===== src/rtl/tetromino_queue_pkg.sv =====
// ---------------------------------------------------------------------------
// tetromino_queue_pkg: piece/state types and LFSR helpers. Rev 1.0
// ---------------------------------------------------------------------------
`default_nettype none

package tetromino_queue_pkg;

  typedef enum logic [2:0] {
    TILE_I = 3'd0,
    TILE_O = 3'd1,
    TILE_T = 3'd2,
    TILE_J = 3'd3,
    TILE_L = 3'd4,
    TILE_S = 3'd5,
    TILE_Z = 3'd6,
    BLANK  = 3'd7
  } tile_type_t;

  typedef enum logic [1:0] {
    IDLE  = 2'd0,
    FILL  = 2'd1,
    READY = 2'd2
  } queue_states_t;

  localparam int          PREVIEW_DEPTH_MAX = 6;
  // Taps 16,14,13,11 of a left-shifting Fibonacci register.
  localparam logic [15:0] LFSR_TAPS         = 16'hB400;
  localparam logic [6:0]  BAG_FULL          = 7'h7F;

  function automatic logic [15:0] lfsr_next(input logic [15:0] s);
    return {s[14:0], ^(s & LFSR_TAPS)};
  endfunction

endpackage

`default_nettype wire


===== src/rtl/tetromino_queue_if.sv =====
// ---------------------------------------------------------------------------
// tetromino_queue_if: game-FSM <-> piece queue control and display bus. Rev 1.0
// ---------------------------------------------------------------------------
`default_nettype none

interface tetromino_queue_if #(
  parameter int PREVIEW_DEPTH = 6
);
  import tetromino_queue_pkg::*;

  logic                            game_start;
  logic                            game_end;
  logic                            new_tetromino;
  logic                            hold_req;
  tile_type_t                      active_piece;
  tile_type_t [PREVIEW_DEPTH-1:0]  preview;
  tile_type_t                      hold_piece;
  logic                            hold_avail;
  logic                            queue_ready;

  modport master (
    output game_start, game_end, new_tetromino, hold_req,
    input  active_piece, preview, hold_piece, hold_avail, queue_ready
  );

  modport slave (
    input  game_start, game_end, new_tetromino, hold_req,
    output active_piece, preview, hold_piece, hold_avail, queue_ready
  );

endinterface

`default_nettype wire


===== src/rtl/tetromino_queue_bag_randomizer.sv =====
// ---------------------------------------------------------------------------
// bag_randomizer: free-running LFSR feeding a 7-bag draw. Rev 1.0
// ---------------------------------------------------------------------------
`default_nettype none

module bag_randomizer
  import tetromino_queue_pkg::*;
#(
  parameter logic [15:0] LFSR_SEED = 16'hACE1
) (
  input  logic       clk,
  input  logic       rst,
  input  logic       draw_en,
  input  logic       bag_clr,
  output tile_type_t piece
);

  logic [15:0] lfsr;
  logic [6:0]  mask;
  logic [2:0]  cand;
  logic [2:0]  pick;
  logic [3:0]  idx;
  logic [6:0]  remaining;

  // Scan farthest-first so the nearest set bit after cand is the last to win.
  always_comb begin
    cand = (lfsr[2:0] == 3'd7) ? 3'd0 : lfsr[2:0];
    pick = cand;
    idx  = 4'd0;
    for (int k = 6; k >= 0; k--) begin
      idx = {1'b0, cand} + 4'(k);
      if (idx >= 4'd7) idx = idx - 4'd7;
      if (mask[idx[2:0]]) pick = idx[2:0];
    end
    remaining = mask & ~(7'd1 << pick);
  end

  assign piece = tile_type_t'(pick);

  always_ff @(posedge clk) begin
    if (rst) begin
      lfsr <= LFSR_SEED;
      mask <= BAG_FULL;
    end else begin
      lfsr <= lfsr_next(lfsr);
      if (bag_clr) begin
        mask <= BAG_FULL;
      end else if (draw_en) begin
        mask <= (remaining == 7'd0) ? BAG_FULL : remaining;
      end
    end
  end

endmodule

`default_nettype wire


===== src/rtl/tetromino_queue.sv =====
// ---------------------------------------------------------------------------
// tetromino_queue: active piece, preview shift register and hold slot. Rev 1.0
// ---------------------------------------------------------------------------
`default_nettype none

module tetromino_queue
  import tetromino_queue_pkg::*;
#(
  parameter int          PREVIEW_DEPTH = 6,
  parameter logic [15:0] LFSR_SEED     = 16'hACE1
) (
  input  logic                clk,
  input  logic                rst,
  tetromino_queue_if.slave    q
);

  localparam int SLOTS = PREVIEW_DEPTH + 1;
  localparam int CNT_W = $clog2(PREVIEW_DEPTH_MAX + 1);

  queue_states_t    state;
  tile_type_t       slot [SLOTS];
  tile_type_t       hold;
  logic             hold_avail_r;
  logic             queue_ready_r;
  logic             pop_pending;
  logic [CNT_W-1:0] fill_cnt;

  tile_type_t       drawn;
  logic             draw_en;
  logic             bag_clr;
  logic             do_pop;
  logic             do_stash;
  logic             do_swap;

  bag_randomizer #(
    .LFSR_SEED (LFSR_SEED)
  ) u_bag (
    .clk     (clk),
    .rst     (rst),
    .draw_en (draw_en),
    .bag_clr (bag_clr),
    .piece   (drawn)
  );

  // Priority: game_end > game_start > pop (new or pending) > hold.
  always_comb begin
    bag_clr  = 1'b0;
    draw_en  = 1'b0;
    do_pop   = 1'b0;
    do_stash = 1'b0;
    do_swap  = 1'b0;
    if (!q.game_end) begin
      if (q.game_start) begin
        bag_clr = 1'b1;
      end else if (state == FILL) begin
        draw_en = 1'b1;
      end else if (state == READY) begin
        if (q.new_tetromino || pop_pending) begin
          do_pop = 1'b1;
        end else if (q.hold_req && hold_avail_r) begin
          do_stash = (hold == BLANK);
          do_swap  = (hold != BLANK);
        end
        draw_en = do_pop | do_stash;
      end
    end
  end

  always_ff @(posedge clk) begin
    if (rst) begin
      state         <= IDLE;
      for (int i = 0; i < SLOTS; i++) slot[i] <= BLANK;
      hold          <= BLANK;
      hold_avail_r  <= 1'b0;
      queue_ready_r <= 1'b0;
      pop_pending   <= 1'b0;
      fill_cnt      <= '0;
    end else if (q.game_end) begin
      state         <= IDLE;
      queue_ready_r <= 1'b0;
      pop_pending   <= 1'b0;
    end else if (q.game_start) begin
      state         <= FILL;
      for (int i = 0; i < SLOTS; i++) slot[i] <= BLANK;
      hold          <= BLANK;
      hold_avail_r  <= 1'b0;
      queue_ready_r <= 1'b0;
      pop_pending   <= 1'b0;
      fill_cnt      <= '0;
    end else begin
      case (state)
        FILL: begin
          slot[fill_cnt] <= drawn;
          fill_cnt       <= fill_cnt + 1'b1;
          if (q.new_tetromino) pop_pending <= 1'b1;
          if (fill_cnt == CNT_W'(SLOTS - 1)) state <= READY;
        end
        READY: begin
          queue_ready_r <= 1'b1;
          if (do_pop || do_stash) begin
            for (int i = 0; i < SLOTS - 1; i++) slot[i] <= slot[i+1];
            slot[SLOTS-1] <= drawn;
          end
          if (do_stash) hold <= slot[0];
          if (do_swap) begin
            slot[0] <= hold;
            hold    <= slot[0];
          end
          if (do_pop) begin
            hold_avail_r <= 1'b1;
            pop_pending  <= 1'b0;
          end else if (do_stash || do_swap) begin
            hold_avail_r <= 1'b0;
          end
        end
        default: ;
      endcase
    end
  end

  assign q.active_piece = slot[0];
  assign q.hold_piece   = hold;
  assign q.hold_avail   = hold_avail_r;
  assign q.queue_ready  = queue_ready_r;

  for (genvar g = 0; g < PREVIEW_DEPTH; g++) begin : g_preview
    assign q.preview[g] = slot[g+1];
  end

endmodule

`default_nettype wire


===== src/flat_wrapper.sv =====
// flat-port wrapper written by rule: the top's interface ports become plain ports
module tetromino_queue_flat import tetromino_queue_pkg::*;
#(
  parameter int          PREVIEW_DEPTH = 6,
  parameter logic [15:0] LFSR_SEED     = 16'hACE1
)
  (clk, rst, q_game_start, q_game_end, q_new_tetromino, q_hold_req, q_active_piece, q_preview, q_hold_piece, q_hold_avail, q_queue_ready);
  tetromino_queue_if #(.PREVIEW_DEPTH(PREVIEW_DEPTH)) q_i ();
  input  logic clk;
  input  logic rst;
  input wire logic [$bits(q_i.game_start)-1:0] q_game_start;
  input wire logic [$bits(q_i.game_end)-1:0] q_game_end;
  input wire logic [$bits(q_i.new_tetromino)-1:0] q_new_tetromino;
  input wire logic [$bits(q_i.hold_req)-1:0] q_hold_req;
  output wire logic [$bits(q_i.active_piece)-1:0] q_active_piece;
  output wire logic [$bits(q_i.preview)-1:0] q_preview;
  output wire logic [$bits(q_i.hold_piece)-1:0] q_hold_piece;
  output wire logic [$bits(q_i.hold_avail)-1:0] q_hold_avail;
  output wire logic [$bits(q_i.queue_ready)-1:0] q_queue_ready;
  assign q_i.game_start = q_game_start;
  assign q_i.game_end = q_game_end;
  assign q_i.new_tetromino = q_new_tetromino;
  assign q_i.hold_req = q_hold_req;
  assign q_active_piece = q_i.active_piece;
  assign q_preview = q_i.preview;
  assign q_hold_piece = q_i.hold_piece;
  assign q_hold_avail = q_i.hold_avail;
  assign q_queue_ready = q_i.queue_ready;
  tetromino_queue #(.PREVIEW_DEPTH(PREVIEW_DEPTH), .LFSR_SEED(LFSR_SEED)) u_core (.clk(clk), .rst(rst), .q(q_i));
endmodule

===== config.mk =====
export PLATFORM = sky130hd
export DESIGN_NAME = tetromino_queue_flat
export DESIGN_NICKNAME = d
export VERILOG_FILES = /design/src/rtl/tetromino_queue_pkg.sv /design/src/rtl/tetromino_queue_if.sv /design/src/rtl/tetromino_queue_bag_randomizer.sv /design/src/rtl/tetromino_queue.sv /design/src/flat_wrapper.sv
export SDC_FILE = /design/constraint.sdc
export NUM_CORES = 1
export LEC_CHECK = 0
export CORE_MARGIN = 4
export CORE_UTILIZATION = 55
export DETAILED_ROUTE_END_ITERATION = 16
export GPL_TIMING_DRIVEN = 1
export PLACE_DENSITY = 0.86
export SLEW_MARGIN = 20
export SYNTH_ARGS = -nofsm -noshare
export SYNTH_HDL_FRONTEND = slang
export SYNTH_HIERARCHICAL = 1
export SYNTH_SLANG_ARGS = --single-unit

===== constraint.sdc =====
create_clock -name clk -period 4.4 [get_ports clk]
set_input_delay 0.88 -clock clk [delete_from_list [all_inputs] [get_ports clk]]
set_output_delay 0.88 -clock clk [all_outputs]
set_load 0.02 [all_outputs]

==> flow_summary_export.csv, run 1 <==
group,metric,value,unit
run_status,outcome,"finished clean",
worst_setup_path,cpMaxStageDelayCell,"or4_4",
worst_setup_path,critical_path.n_buffers_inverters,4,
sta,worst_slew_pin_slew,0.760,ns
worst_setup_path,r2r_end,"u_core/u_bag/mask[2]",
cells_and_area,final_area,0.00474,mm^2
global_routing,grt-ovfl-total,0,
die,die_w,95.4,um
cts,numCtsBuffers,5,
worst_setup_path,required,4.64,ns
die,core,0.00733,mm^2
worst_setup_path,critPathKind,"reg2reg",
sta,period_needed,4.16,ns
sta,period_share,94.6,%
worst_setup_path,crit_chain,"ha_1 -> buf_4 -> a21boi_4 -> nand2_1 -> inv_1 -> ha_1 -> inv_1 -> o22ai_1 -> o21ai_0 -> a31oi_1 -> or4_4 -> and3_1 -> nand4bb_1 -> o21ai_4 -> buf_4 -> nor4b_4 -> o22ai_4 -> o21ai_1",
sta,slew_violations,0,
sta,tns,0,ns
detailed_routing,drt_iter0_drc,394,
detailed_routing,ant_nets,0,
cells_and_area,finalNonFillerCells,620,
cts,h-tree-depth,2,
sta,final.setup_skew,0.00739,ns
worst_setup_path,rr_worst_depth,18,
detailed_routing,vias,4050,
detailed_routing,routedWlPerCell,19.0,um
pwr,powerDensity,369,mW/mm^2
sta,hold_viol,0,
worst_setup_path,crit_path_end_kind,"flop",
cells_and_area,nets,535,
cells_and_area,fillers,600,
global_routing,grt_antenna_before_repair,0,
die,initial_core_util,57.3,%
place,gp_congestion,0.953,
worst_setup_path,worstPathArrival,4.40,ns
sta,finalHoldWorstSlack,0.420,ns
yosys,synth_async_sr_flop_share,0,%
cells_and_area,layout.area.seq,0.00131,mm^2
cells_and_area,layout-drive-gt1-share,13.1,%
worst_setup_path,ff2ff_setup_slack,0.24,ns
sta,setup_viol,0,
cts,holdBufCountCts,0,
cells_and_area,final_util,64.7,%
global_routing,grt_pass1_vias,3969,
worst_setup_path,r2r-start,"u_core/u_bag/lfsr[0]",
place,place_area,0.00459,mm^2
yosys,synth_flop_cell,"dfxtp_1",
cells_and_area,antenna_cells,0,
yosys,ys_ff_latch,55,
yosys,synth_top_area_share,16.2,%
worst_setup_path,worst-path-max-fanout,8,
cts,clk_latency,0.31,ns
detailed_routing,wl,11.8,mm
detailed_routing,vias_per_cell,6.53,
hold_path,min_path_type,"reg2reg",
cts,cts-root-buf,"clkbuf_8",
die,io_pins,32,
die,rows,31,
sta,maxSlewHeadroom,48.7,%
die,dieArea,0.00910,mm^2
sta,setup_ws,0.240,ns
yosys,syn_inst,495,
worst_setup_path,start_kind,"flop",
job,drv_cap,0,
global_routing,track_usage,26.6,%
cts,cts_tree,"yes",
place,io_buffer_count,31,
place,dp.cells,611,
worst_setup_path,critPathLaunch,"u_core/u_bag/lfsr[0]",
place,dp_hpwl,8.55,mm
detailed_routing,drc,0,
sta,rsz0062_at_grt,"false",
worst_setup_path,max_stage_delay,0.60,ns
worst_setup_path,critical_path_depth,18,
yosys,syn-num-nets,510,
detailed_routing,drt_pass1_iterations,5,
yosys,syn-mean-instance-area,8.49,um^2
cells_and_area,multiInputGateArea,0.00267,mm^2
cts,cts.sinks,55,
cells_and_area,syn2layout_area_growth,12.8,%
global_routing,grt_max_degree,24,
cts,ctsLongestPathBuffers,2,
yosys,yosysMostFrequentCell,"nor2_1",
cts,clk_pin_slew_worst_paths,0.10,ns
yosys,synth_area_leader_cell,"dfxtp_1",
yosys,yosysWarnings,6,
global_routing,grt_pass1_wl,19.1,mm
yosys,ys_top_cells_by_area,"dfxtp_1, edfxtp_1, a21oi_1",
pwr,p_leak,1.74,nW
worst_setup_path,critPathTopFamily,"simple AND/OR/NAND/NOR gates",
place,place_ws,0.185,ns
sta,max_freq,240,MHz
pwr,irDropWorstVdd,0.226,mV
yosys,synth_edf_count,21,
pwr,p_total,1.75,mW
worst_setup_path,endpoint,"u_core/u_bag/mask[2]",
yosys,synth_seq_area_share,31.2,%
die,fp.dieH,95.4,um
yosys,ys_types,85,
yosys,yosys-top-cells-count,"nor2_1, a21oi_1, dfxtp_1",
yosys,synth_area,0.00420,mm^2
-- report_power, final --
group | switching, mW | internal (mW) | leakage (nW)
combinational | 0.504 | 0.333 | 1.26
sequential | 0.0218 | 0.543 | 0.427
clock | 0.176 | 0.172 | 0.0548
-- area by class of cell --
type / instances / share of cell area (%)
inverters: 22 / 1.79
repair buffers: 48 / 9.24
clock buffers: 5 / 1.45
multi-input cells: 388 / 56.3
clock inverters: 3 / 0.977
well taps: 99 / 2.61
flip-flops and latches: 55 / 27.7
-- worst min-delay path by stage --
| stage | from | depth (start not counted) | end |
|---|---|---|---|
| after detailed placement | u_core/u_bag/lfsr[5] | 1 | u_core/u_bag/lfsr[6] |
| after global placement | u_core/u_bag/lfsr[14] | 1 | u_core/u_bag/lfsr[15] |
| after global routing | u_core/u_bag/lfsr[5] | 1 | u_core/u_bag/lfsr[6] |
| final | u_core/u_bag/lfsr[14] | 1 | u_core/u_bag/lfsr[15] |
| after CTS | u_core/u_bag/lfsr[14] | 1 | u_core/u_bag/lfsr[15] |
| after floorplan | u_core/u_bag/lfsr[9] | 1 | u_core/u_bag/lfsr[10] |
-- layout by cell type (no fill, tap or decap), drive strengths merged, types with 6 or more instances in the layout --
cell type,instances
nor2,56
a21oi,45
o21ai,36
dfxtp,34
nand2,33
clkdlybuf4s50,31
inv,23
nand2b,22
edfxtp,21
mux2i,17
buf,17
nor2b,11
a31oi,11
o22ai,11
nor3,10
or2,9
ha,8
nand3,7
or3,7
a21o,6
a211oi,6
nand4,6
o31ai,6
xnor2,6
-- cells by family (layout without fill, tap and decap cells) --
logic type	count (synthesis)	in the layout	synth area share, %
DFF	55	55	31.2
xor gates and xnor gates	9	9	2.23
muxes	20	20	5.12
adders and majority gates	9	9	2.86
and+or+nand+nor	187	187	24.6
buffers and inverters	52	78	5.93
AOI/OAI and AO/OA	163	163	28.0
-- layer usage --
| metal | vias to the layer above | routed length (um) | global-route usage [%] |
|---|---|---|---|
| met5 | - | 0 | 0 |
| met1 | 1937 | 4800 | 32.7 |
| met2 | 188 | 5810 | 46.2 |
| li1 | 1877 | - | - |
| met3 | 48 | 824 | 5.52 |
| met4 | 0 | 331 | 9.24 |
-- state kept, by name, summed over array words and instances, names as in the netlist --
name	cells
u_core/q.hold_avail	1
u_core/q.queue_ready	1
u_core/state	2
u_core/u_bag/mask	7
u_core/fill_cnt	3
u_core/q.hold_piece	3
u_core/pop_pending	1
u_core/u_bag/lfsr	16
u_core/slot	21
-- worst register-to-register path: cells and delay by family, from the launching register on --
family	cells	cell delay, ns
DFF	1	0.35
adders and majority gates	2	0.50
AOI/OAI and AO/OA	7	1.27
buffers and inverters	4	0.55
and+or+nand+nor	5	1.43
-- what timing repair did --
item	CTS	global route
endpoints found under the setup margin	0	7
buffers inserted	0	1
resized for setup	0	5
(Power assumes the default switching activity.)
==> inputs of run 2 (changes only) <==
--- a/config.mk
+++ b/config.mk
@@ -10,6 +10,7 @@
 export DETAILED_ROUTE_END_ITERATION = 16
 export GPL_TIMING_DRIVEN = 1
 export PLACE_DENSITY = 0.86
+export SKIP_CTS_REPAIR_TIMING = 1
 export SLEW_MARGIN = 20
 export SYNTH_ARGS = -nofsm -noshare
 export SYNTH_HDL_FRONTEND = slang
==> constraint.sdc (replaced) <==
create_clock -name clk -period 4.3 [get_ports clk]
set_input_delay 0.86 -clock clk [delete_from_list [all_inputs] [get_ports clk]]
set_output_delay 0.86 -clock clk [all_outputs]
set_load 0.02 [all_outputs]
==> run 2 against run 1 <==
Sequential share of layout area shrank 0.22 points. Via count fell by 1.9%. Worst setup slack worse by 0.024 ns. Clock skew increased by 0.0020 ns. Non-clock buffer count is 1 lower. Maximum frequency rose by 1.9%. Global-route usage down 0.71 points. Power up 2.6%. Sequential power is 3% higher. Critical path depth shrank 2. Critical endpoint is now u_core/u_bag/mask[4].
==> flow_summary_export.csv, run 2 (synthesized netlist as in run 1, its figures left out) <==
group,metric,value,unit
cells_and_area,fillers,623,
pwr,p_int,1.08,mW
sta,setup_viol,0,
place,place_area,0.00458,mm^2
hold_path,whs_path_depth,1,
global_routing,track_usage,25.9,%
worst_setup_path,cpMaxStageDelayCell,"fa_2",
detailed_routing,drt_iter0_drc,446,
global_routing,grt_pass1_wl,18.8,mm
global_routing,grt_antenna_before_repair,0,
die,core,0.00733,mm^2
sta,max_freq,245,MHz
pwr,powerDensity,375,mW/mm^2
cts,cts_tree,"yes",
cells_and_area,final_area,0.00478,mm^2
worst_setup_path,r2r_end,"u_core/u_bag/mask[4]",
detailed_routing,vias_per_cell,6.42,
cells_and_area,antenna_cells,0,
pwr,pwr-share-clk,19.4,%
cts,numCtsBuffers,5,
worst_setup_path,critPathKind,"reg2reg",
sta,worst_slew_pin_slew,0.782,ns
place,gp_congestion,0.987,
die,dieArea,0.00910,mm^2
cells_and_area,largest_reg_flops,21,
global_routing,grt_max_degree,23,
worst_setup_path,critical_path.n_buffers_inverters,3,
cts,cts-root-buf,"clkbuf_8",
worst_setup_path,crit_path_frequent_cell,"a31oi_2",
cells_and_area,final_util,65.3,%
cells_and_area,final_common_cell,"nor2_1",
die,io_pins,32,
cells_and_area,syn2layout_area_growth,13.8,%
sta,final.setup_skew,0.00939,ns
pwr,seqPwrFrac,32.3,%
worst_setup_path,critPathTopFamily,"compound AO/OA/AOI/OAI gates",
global_routing,grt-ovfl-total,0,
run_status,outcome,"finished clean",
worst_setup_path,required,4.52,ns
cts,h-tree-depth,2,
detailed_routing,drt_pass1_iterations,5,
sta,slew_violations,0,
cells_and_area,layout-drive-gt1-share,14.2,%
hold_path,min_from,"u_core/u_bag/lfsr[9]",
worst_setup_path,crit_chain,"buf_6 -> ha_1 -> inv_1 -> fa_2 -> nand2b_1 -> nand2_1 -> or3_1 -> a31oi_2 -> a21oi_1 -> a311o_1 -> a31oi_2 -> a2111oi_4 -> buf_4 -> o41ai_4 -> o22ai_2 -> o22ai_1",
worst_setup_path,worst-path-max-fanout,22,
cells_and_area,nets,534,
die,initial_core_util,57.3,%
cts,clk_latency,0.31,ns
hold_path,hold_end,"u_core/u_bag/lfsr[10]",
pwr,p_total,1.79,mW
cells_and_area,top_regs,"u_core/slot x21, u_core/u_bag/lfsr x16, u_core/u_bag/mask x7",
cells_and_area,largest_register,"u_core/slot",
die,rows,31,
pwr,switchingPower,0.709,mW
worst_setup_path,crit_path_end_kind,"flop",
cts,cts.sinks,55,
hold_path,min_path_type,"reg2reg",
detailed_routing,routedWlPerCell,18.4,um
detailed_routing,ant_nets,0,
cts,ctsLongestPathBuffers,2,
detailed_routing,wl,11.4,mm
place,dp.cells,609,
pwr,irDropWorstVdd,0.242,mV
global_routing,grt_pass1_vias,3793,
detailed_routing,drc,0,
pwr,power_frac_comb,48.3,%
worst_setup_path,max_stage_delay,0.47,ns
sta,period_needed,4.08,ns
detailed_routing,vias,3972,
cells_and_area,final_cell_mix,"nor2_1, a21oi_1, nand2_1, dfxtp_1, clkdlybuf4s50_1",
worst_setup_path,rr_worst_depth,16,
pwr,p_sw_share,39.6,%
die,die_w,95.4,um
worst_setup_path,start_kind,"flop",
worst_setup_path,worstPathArrival,4.30,ns
sta,hold_viol,0,
pwr,p_leak,1.74,nW
worst_setup_path,ff2ff_setup_slack,0.22,ns
sta,maxSlewHeadroom,47.6,%
place,dp_hpwl,8.14,mm
cts,clk_pin_slew_worst_paths,0.09,ns
cells_and_area,finalNonFillerCells,619,
die,fp.dieH,95.4,um
worst_setup_path,r2r-start,"u_core/u_bag/lfsr[0]",
sta,period_share,95.0,%
place,io_buffer_count,31,
job,drv_cap,0,
[run 2: cell count changes in the layout (fill, tap and decap cells not counted), moves of 2 or more]
cell	change
buf_4	-4
o21ai_0	-3
o21ai_1	+3
buf_6	+2
ha_1	-2
ha_2	+2
[run 2: worst max path at each step]
stage / slack (ns) / startpoint / end / cells past startpoint
global placement: 0.21 / u_core/u_bag/lfsr[0] / u_core/u_bag/mask[0] / 16
floorplan: 0.27 / u_core/u_bag/lfsr[1] / u_core/u_bag/mask[4] / 18
CTS: 0.07 / u_core/u_bag/lfsr[0] / u_core/u_bag/mask[4] / 16
finish: 0.22 / u_core/u_bag/lfsr[0] / u_core/u_bag/mask[4] / 16
detailed placement: 0.08 / u_core/u_bag/lfsr[0] / u_core/u_bag/mask[4] / 16
global route: -0.09 / u_core/u_bag/lfsr[2] / u_core/u_bag/mask[4] / 13
[run 2: cell type report]
type / instances / area, um^2 / share of cell area, %
well taps: 99 / 124 / 2.59
multi-input cells: 388 / 2710 / 56.6
flip-flops and latches: 55 / 1310 / 27.4
repair buffers: 47 / 442 / 9.23
clock inverters: 3 / 46.3 / 0.968
inverters: 22 / 85.1 / 1.78
clock buffers: 5 / 68.8 / 1.44
[run 2: worst register-to-register path, stage by stage, from the launching register on]
cell and delay [ns]:
dfxtp_1 0.36, buf_6 0.21, ha_1 0.20, inv_1 0.10, fa_2 0.47, nand2b_1 0.14
nand2_1 0.14, or3_1 0.39, a31oi_2 0.26, a21oi_1 0.09, a311o_1 0.39, a31oi_2 0.21
a2111oi_4 0.06, buf_4 0.21, o41ai_4 0.35, o22ai_2 0.18, o22ai_1 0.24
[run 2: layer usage]
metal	up-vias	GRT usage (%)	routed length (um)
li1	1866	-	-
met4	0	8.53	235
met1	1867	32.7	4550
met2	208	44.5	5650
met3	31	4.74	919
met5	-	0	0
[run 2: per-stage QoR]
step	TNS (ns)	hold WS [ns]	setup slack, ns
final	0	0.425	0.216
after global routing	-0.301	0.440	-0.0860
after CTS	0	0.427	0.0706
after detailed placement	0	0.402	0.0849
after global placement	0	0.393	0.210
after floorplan	0	0.389	0.272
[run 2: power groups by stage]
stage	sequential [mW]	combinational, mW	clock (mW)
final	0.580	0.866	0.348
after global routing	0.582	0.932	0.377
after floorplan	0.575	0.655	0
after CTS	0.578	0.798	0.356
after global placement	0.589	0.782	0
after detailed placement	0.590	0.794	0
==> inputs of run 3 (changes only) <==
--- a/config.mk
+++ b/config.mk
@@ -5,6 +5,8 @@
 export SDC_FILE = /design/constraint.sdc
 export NUM_CORES = 1
 export LEC_CHECK = 0
+export ABC_AREA = 1
+export CAP_MARGIN = 30
 export CORE_MARGIN = 4
 export CORE_UTILIZATION = 55
 export DETAILED_ROUTE_END_ITERATION = 16
==> run 3 against run 2 <==
Area after synthesis is 8.6% lower. Utilization down 1.1 points. Global-route usage down 3.3 points. Non-clock buffer count shrank 14. Register-to-register slack improved by 0.60 ns. Critical endpoint is now u_core/u_bag/mask[5]. Maximum frequency rose by 17%. Clock skew rose by 0.0056 ns. Combinational power shrank 37%.
==> flow_summary_export.csv, run 3 <==
group,metric,value,unit
run_status,outcome,"finished clean",
sta,hold_viol,0,
yosys,yosys-top-cells-count,"nand2_1, inv_1, nor2_1",
job,drv_cap,0,
pwr,p_leak,2.00,nW
sta,setup_viol,0,
detailed_routing,vias_per_cell,5.40,
cts,ctsLongestPathBuffers,2,
die,core,0.00679,mm^2
worst_setup_path,worst-path-max-fanout,10,
global_routing,grt_max_degree,22,
cells_and_area,syn2layout_area_growth,13.6,%
yosys,synth_flop_cell,"dfxtp_1",
yosys,synth_area,0.00384,mm^2
yosys,synth_edf_count,21,
worst_setup_path,required,4.57,ns
cells_and_area,nets,598,
worst_setup_path,worstPathArrival,3.75,ns
detailed_routing,wl,9.12,mm
sta,setup_ws,0.817,ns
yosys,syn-mean-instance-area,6.99,um^2
yosys,ys_top_cells_by_area,"dfxtp_1, edfxtp_1, nand2_1",
sta,slew_violations,0,
sta,final.setup_skew,0.0149,ns
cells_and_area,final_cell_mix,"nand2_1, inv_1, nor2_1, nand3_1, dfxtp_1",
sta,period_needed,3.48,ns
detailed_routing,ant_nets,0,
worst_setup_path,start_kind,"flop",
yosys,syn_inst,549,
cts,cts.sinks,55,
cts,clk_latency,0.31,ns
detailed_routing,drc,0,
cells_and_area,largest_register,"u_core/slot",
place,place_ws,0.851,ns
sta,period_share,81.0,%
yosys,synth_top_area_share,17.7,%
cells_and_area,final_common_cell,"nand2_1",
worst_setup_path,crit_path_end_kind,"flop",
worst_setup_path,r2r-start,"u_core/u_bag/lfsr[0]",
pwr,irDropWorstVdd,0.178,mV
hold_path,hold_end,"u_core/u_bag/lfsr[12]",
yosys,yosysMostFrequentCell,"nand2_1",
cts,cts_tree,"yes",
yosys,yosysWarnings,6,
detailed_routing,routedWlPerCell,13.4,um
worst_setup_path,critPathKind,"reg2reg",
global_routing,met3_usage,3.48,%
cts,cts-root-buf,"clkbuf_8",
cells_and_area,fillers,589,
worst_setup_path,ff2ff_setup_slack,0.82,ns
cells_and_area,top_regs,"u_core/slot x21, u_core/u_bag/lfsr x16, u_core/u_bag/mask x7",
cells_and_area,layout-drive-gt1-share,13.9,%
hold_path,min_path_type,"reg2reg",
global_routing,grt-ovfl-total,0,
global_routing,busiest_layer,"met2",
cts,h-tree-depth,2,
global_routing,track_usage,22.6,%
yosys,ys_types,45,
cells_and_area,largest_reg_flops,21,
cts,numCtsBuffers,5,
die,initial_core_util,56.5,%
die,die_w,91.6,um
place,dp_hpwl,7.07,mm
sta,rsz0062_at_grt,"false",
global_routing,grt_antenna_before_repair,0,
global_routing,grtUsageMet1,29.5,%
sta,finalHoldWorstSlack,0.401,ns
yosys,ys_ff_latch,55,
sta,max_freq,287,MHz
yosys,synth_async_sr_flop_share,0,%
detailed_routing,vias,3673,
sta,tns,0,ns
die,io_pins,32,
detailed_routing,drt_iter0_drc,262,
yosys,syn-num-nets,564,
global_routing,gr-usage-met2,38.0,%
die,fp.dieH,91.6,um
cells_and_area,final_util,64.2,%
worst_setup_path,rr_worst_depth,26,
hold_path,min_from,"u_core/u_bag/lfsr[11]",
global_routing,grt_pass1_wl,15.7,mm
cells_and_area,antenna_cells,0,
global_routing,grt_pass1_vias,3417,
pwr,powerDensity,334,mW/mm^2
hold_path,whs_path_depth,2,
die,rows,30,
detailed_routing,drt_pass1_iterations,5,
die,dieArea,0.00838,mm^2
cts,clk_pin_slew_worst_paths,0.10,ns
place,gp_congestion,1.01,
place,io_buffer_count,31,
yosys,synth_area_leader_cell,"dfxtp_1",
sta,worst_slew_pin_slew,0.459,ns
sta,maxSlewHeadroom,69.1,%
yosys,synth_seq_area_share,34.1,%
worst_setup_path,r2r_end,"u_core/u_bag/mask[5]",
## run 3: report_power, final
part	switching [mW]	internal (mW)	total [mW]
sequential	0.0134	0.553	0.567
combinational	0.368	0.180	0.548
clock	0.168	0.176	0.344
total	0.549	0.909	1.46
## run 3: logic make-up (layout without fill, tap and decap cells)
kind of cell | Yosys count | after routing | synth area share (%)
simple gates | 312 | 312 | 39.3
compound gates | 89 | 89 | 13.7
buf+inv | 79 | 114 | 8.18
flops | 55 | 55 | 34.1
fa+ha+maj | 9 | 9 | 3.13
xor+xnor | 5 | 5 | 1.53
## run 3: layer usage
metal  share of wire [%]  vias to the layer above
met5                   0                        -
met4                 2.2                        0
met3                 7.3                       22
met2                  48                      148
met1                  43                     1662
li1                    -                     1841
## run 3: worst max-delay path by stage
stage	cells past startpoint	start	slack (ns)	endpoint
after floorplan	26	u_core/u_bag/lfsr[0]	1.26	u_core/u_bag/mask[1]
after global placement	26	u_core/u_bag/lfsr[0]	0.97	u_core/u_bag/mask[2]
after detailed placement	26	u_core/u_bag/lfsr[0]	0.85	u_core/u_bag/mask[1]
after CTS	26	u_core/u_bag/lfsr[0]	0.84	u_core/u_bag/mask[1]
after global routing	26	u_core/u_bag/lfsr[0]	0.30	u_core/u_bag/mask[4]
final	26	u_core/u_bag/lfsr[0]	0.82	u_core/u_bag/mask[5]
## run 3: metrics by stage
stage / cells / cell area [um^2] / power [mW]
floorplan: 549 / 3840 / 1.01
global placement: 672 / 4250 / 1.10
detailed placement: 672 / 4250 / 1.11
CTS: 680 / 4360 / 1.45
global route: 680 / 4360 / 1.57
finish: 680 / 4360 / 1.46
## run 3: critical path, stage by stage (launching register included)
cell      delay [ns]
dfxtp_1         0.51
ha_1            0.27
nand2_4         0.10
nand2_8         0.14
nor2_1          0.08
inv_1           0.06
ha_1            0.20
inv_1           0.11
o21ai_0         0.24
inv_1           0.15
o211ai_1        0.24
nand2_1         0.12
nand2_1         0.08
inv_1           0.04
nand2_1         0.05
nand2_1         0.05
nand2_1         0.05
nand2_1         0.08
a21oi_2         0.21
nand3_1         0.12
nand2_1         0.10
nand2_1         0.05
nor2_1          0.11
nand2_2         0.11
nand2_1         0.07
nand2_1         0.05
nand2_1         0.05
## run 3: final cells by class
type                       count  area [um^2]  area share [%]
timing repair buffer          33          325            7.46
clock inverter                 2         38.8           0.889
tap                           96          120            2.75
inverter                      73          279            6.40
sequential                    55         1310            30.1
clock buffer                   6         72.6            1.66
multi-input combinational    415         2210            50.8
==> patch 1, RTL diff (settings of run 3) <==
`PREVIEW_DEPTH` is set to 6 in 3 places; all go to 8.
--- a/src/rtl/tetromino_queue_if.sv
+++ b/src/rtl/tetromino_queue_if.sv
@@ -6,3 +6,3 @@
 interface tetromino_queue_if #(
-  parameter int PREVIEW_DEPTH = 6
+  parameter int PREVIEW_DEPTH = 8
 );
--- a/src/rtl/tetromino_queue.sv
+++ b/src/rtl/tetromino_queue.sv
@@ -8,3 +8,3 @@
 #(
-  parameter int          PREVIEW_DEPTH = 6,
+  parameter int          PREVIEW_DEPTH = 8,
   parameter logic [15:0] LFSR_SEED     = 16'hACE1
--- a/src/flat_wrapper.sv
+++ b/src/flat_wrapper.sv
@@ -3,3 +3,3 @@
 #(
-  parameter int          PREVIEW_DEPTH = 6,
+  parameter int          PREVIEW_DEPTH = 8,
   parameter logic [15:0] LFSR_SEED     = 16'hACE1
Ports: changed (resized q_preview); port bits go from 32 to 38. The function was not compared with the original's and may differ.
==> patch 1 against run 3 <==
  * Area after synthesis increased by 11%
  * Wire length increased by 19%
  * First-iteration DRC count rose by 69%
  * Highest routed layer unchanged
  * Count of clock-buffer cells in the layout is 5 higher
  * Total power rose by 19%
  * Final cell count up 17%
  * Worst setup slack got worse by 0.25 ns
  * Core utilization up 2.3 points
  * Sequential cell count increased by 6
  * Final area rose by 12%
  * Largest cell class unchanged
==> patch 1: results (changes against run 3) <==
| Metric | Value |
|---|---|
| Reg2reg end | `u_core/slot[6][1]` |
| I/O Buffers | `37 (+19%)` |
| Worst vdd ir | `0.0001565 V (-12%)` |
| GR Util met2 | `0.4071 (+0.02734)` |
| Hold Crit Start | `u_core/u_bag/lfsr[9]` |
| Gpl congestion | `0.9278 (-8.0%)` |
| Number of synthesized flops with an enable pin | `27 (+29%)` |
| Reg clk slew, reported paths | `0.07 ns (-0.03 ns)` |
| M1 WL | `4691 um (+21%)` |
| Part of the Yosys area used for sequential elements | `0.3503 (+0.008800)` |
| Nets | `704 (+18%)` |
| Top cells by area, synth | `nand2_1 22%, edfxtp_1 19%, dfxtp_1 16%` |
| Net Switching | `0.6588 mW (+20%)` |
| HPWL after DPL | `8248 um (+17%)` |
| Hold_ws | `0.4107 ns (+0.009585 ns)` |
| Met3 Use GR | `0.04144 (+0.006642)` |
| Net Count, Synth | `662 (+17%)` |
| R2R Setup Slk | `0.57 ns (-0.25 ns)` |
| GRT met1 Usage | `0.3268 (+0.03129)` |
| Met3 Wirelength | `902 um (+35%)` |
| GRT Total Usage | `0.2486 (+0.02215)` |
| H-tree levels | `3 (+1)` |
| Clk power | `0.484 mW (+41%)` |
| Layout cells sized above 1 | `0.1182 (-0.02054)` |
| Setup Skew | `0.01489 ns (-0.00005700 ns)` |
| WL per Instance | `13.67 um (+2.0%)` |
| Initial drt markers | `442 (+69%)` |
| Comb pwr share | `0.357 (-0.018)` |
| Largest regs | `u_core/slot (27), u_core/u_bag/lfsr (16), u_core/u_bag/mask (7)` |
| Met2 routed WL | `4986 um (+14%)` |
| Status | `complete, no violations` |
| Hold depth | `1 (-1)` |
| Synth top cells by count | `246 x nand2_1, 81 x inv_1, 61 x nand3_1` |
| Clk_lat worst skew | `0.34 ns (+0.03 ns)` |
| Via count | `4256 (+16%)` |
| First-pass GRT wire length | `17820 um (+14%)` |
| Total CTS buffers | `9 (+4)` |
-- patch 1: cell types whose count changed after synthesis, sizes merged, moves of 3 or more --
cell and delta:
nand2 +86, o21ai -22, or2 -4, nor2 -3, edfxtp +6, a21oi -11, nor3 +3, nand4 +5
nand3 +12, inv +23
-- patch 1: worst max path at each step --
stage,depth (start not counted),slack (ns),to,start
2_1_floorplan,29,1.21,u_core/u_bag/mask[6],u_core/u_bag/lfsr[0]
3_5_place_dp,20,0.67,u_core/slot[5][1],u_core/u_bag/lfsr[0]
3_3_place_gp,20,0.78,u_core/slot[5][1],u_core/u_bag/lfsr[0]
5_1_grt,28,0.02,u_core/u_bag/mask[3],u_core/u_bag/lfsr[0]
4_1_cts,23,0.63,u_core/slot[0][0],u_core/u_bag/lfsr[0]
6_report,23,0.57,u_core/slot[6][1],u_core/u_bag/lfsr[0]
-- patch 1: metrics by stage --
step	instance area, um^2	worst slack [ns]	total power [mW]	instances
floorplan	4258	1.213	1.124	647
detailed placement	4717	0.6673	1.247	777
CTS	4900	0.6348	1.728	793
finish	4900	0.5672	1.737	793
global placement	4717	0.7820	1.232	777
global route	4900	0.02373	1.852	793
-- patch 1: cells by family (layout without fill, tap and decap cells) --
group | after synthesis | in the layout | synth area share
flip-flops | 61 | 61 | 0.3503
buffers and inverters | 107 | 154 | 0.09991
XOR/XNOR | 7 | 7 | 0.01969
adder cells (fa/ha/maj) | 9 | 9 | 0.02821
AND/OR/NAND/NOR | 411 | 411 | 0.4264
AO/OA/AOI/OAI | 52 | 52 | 0.07552
-- patch 1: cell type report --
type                       instances  area share
tap                               99     0.02528
sequential                        61      0.3044
multi-input combinational        479      0.4778
timing repair buffer              40     0.08018
clock inverter                     5     0.01047
clock buffer                      11     0.02681
inverter                          98     0.07508
==> patch 2, RTL diff (flow settings as in run 3) <==
Made on the original files. Encoding of `queue_states_t`: now one-hot (3 bits for 3 states).
--- a/src/rtl/tetromino_queue_pkg.sv
+++ b/src/rtl/tetromino_queue_pkg.sv
@@ -18,6 +18,6 @@
 
-  typedef enum logic [1:0] {
-    IDLE  = 2'd0,
-    FILL  = 2'd1,
-    READY = 2'd2
+  typedef enum logic [2:0] {
+    IDLE  = 3'b001,
+    FILL  = 3'b010,
+    READY = 3'b100
   } queue_states_t;
Formal check against the unedited RTL: same outputs for any inputs over 4 cycles, from zero or initial values and one cycle with rst high; so few cycles prove little.
==> patch 2 against run 3 <==
  * Total power up 0.68%
  * Sequential cell count up 1
  * Sequential share of layout area up 0.32 points
  * Area after synthesis up 0.68%
  * Fmax down 5.4%
  * Worst setup slack worse by 0.20 ns
  * Wire length up 6.0%
  * Final area up 0.46%
  * Critical endpoint is now u_core/u_bag/mask[1]
==> patch 2: results (changes against run 3) <==
| Metric | Value |
|---|---|
| Status | `complete, no violations` |
| Internal | `0.9145 mW (+0.59%)` |
| Via count | `3684 (+0.30%)` |
| Met3 Wirelength | `448 um (-33%)` |
| Area after DPL | `4265 um^2 (+0.35%)` |
| Arr. time, crit path | `3.95 ns (+0.20 ns)` |
| Leakage power total | `2.029 nW (+1.4%)` |
| GRT Total Usage | `0.2361 (+0.009633)` |
| Initial drt markers | `179 (-32%)` |
| First-pass GRT wire length | `16260 um (+3.7%)` |
| Net Count, Synth | `578 (+2.5%)` |
| Post-synthesis adder-cell area fraction | `0.03107 (-0.0002126)` |
| Setup Skew | `0.01360 ns (-0.001342 ns)` |
| Reg2reg end | `u_core/u_bag/mask[1]` |
| Gpl congestion | `0.9731 (-3.5%)` |
| Worst reg2reg path depth | `24 (-7.7%)` |
| M1 WL | `3845 um (-0.80%)` |
| Total wire length | `9664 um (+6.0%)` |
| Layout cells sized above 1 | `0.1374 (-0.001345)` |
| Xor and xnor area share after synthesis | `0.01521 (-0.0001041)` |
| Met2 routed WL | `5026 um (+15%)` |
| Largest net degree at the start of global routing | `23 (+4.5%)` |
| Top cells by area, synth | `dfxtp_1 18%, edfxtp_1 16%, nand2_1 14%` |
| WL per Instance | `13.95 um (+4.0%)` |
| Inst Count DP | `685 (+1.9%)` |
| Vias in the first global route | `3648 (+6.8%)` |
| Hold_ws | `0.4125 ns (+0.01148 ns)` |
| Clk power | `0.351 mW (+2%)` |
| Hold Crit Start | `u_core/u_bag/lfsr[8]` |
-- patch 2: cell types whose count changed after synthesis, sizes merged, moves of 2 or more --
cell / change
nand3: +2
nand2: -9
nand3b: -3
nor2: +22
a21oi: +8
o21ai: -12
o22ai: -2
or2: -6
inv: +12
-- patch 2: through the flow --
stage                 util  setup slack [ns]
global placement    0.6278            0.8150
detailed placement  0.6278            0.6639
finish              0.6449            0.6166
global route        0.6449            0.2231
CTS                 0.6449            0.6379
floorplan                -             1.258
-- patch 2: cell type report --
type | count | area, um^2
clock inverters | 3 | 47.55
well taps | 96 | 120.1
fillers | 611 | 2412
repair buffers | 31 | 310.3
multi-input cells | 417 | 2177
clock buffers | 5 | 68.82
flip-flops and latches | 56 | 1331
inverters | 85 | 326.6
-- patch 2: per-layer routing --
metal / track usage / vias to the layer above
li1: - / 1865
met1: 0.2617 / 1677
met2: 0.4361 / 109
met3: 0.03856 / 33
met4: 0.1114 / 0
met5: 0 / -
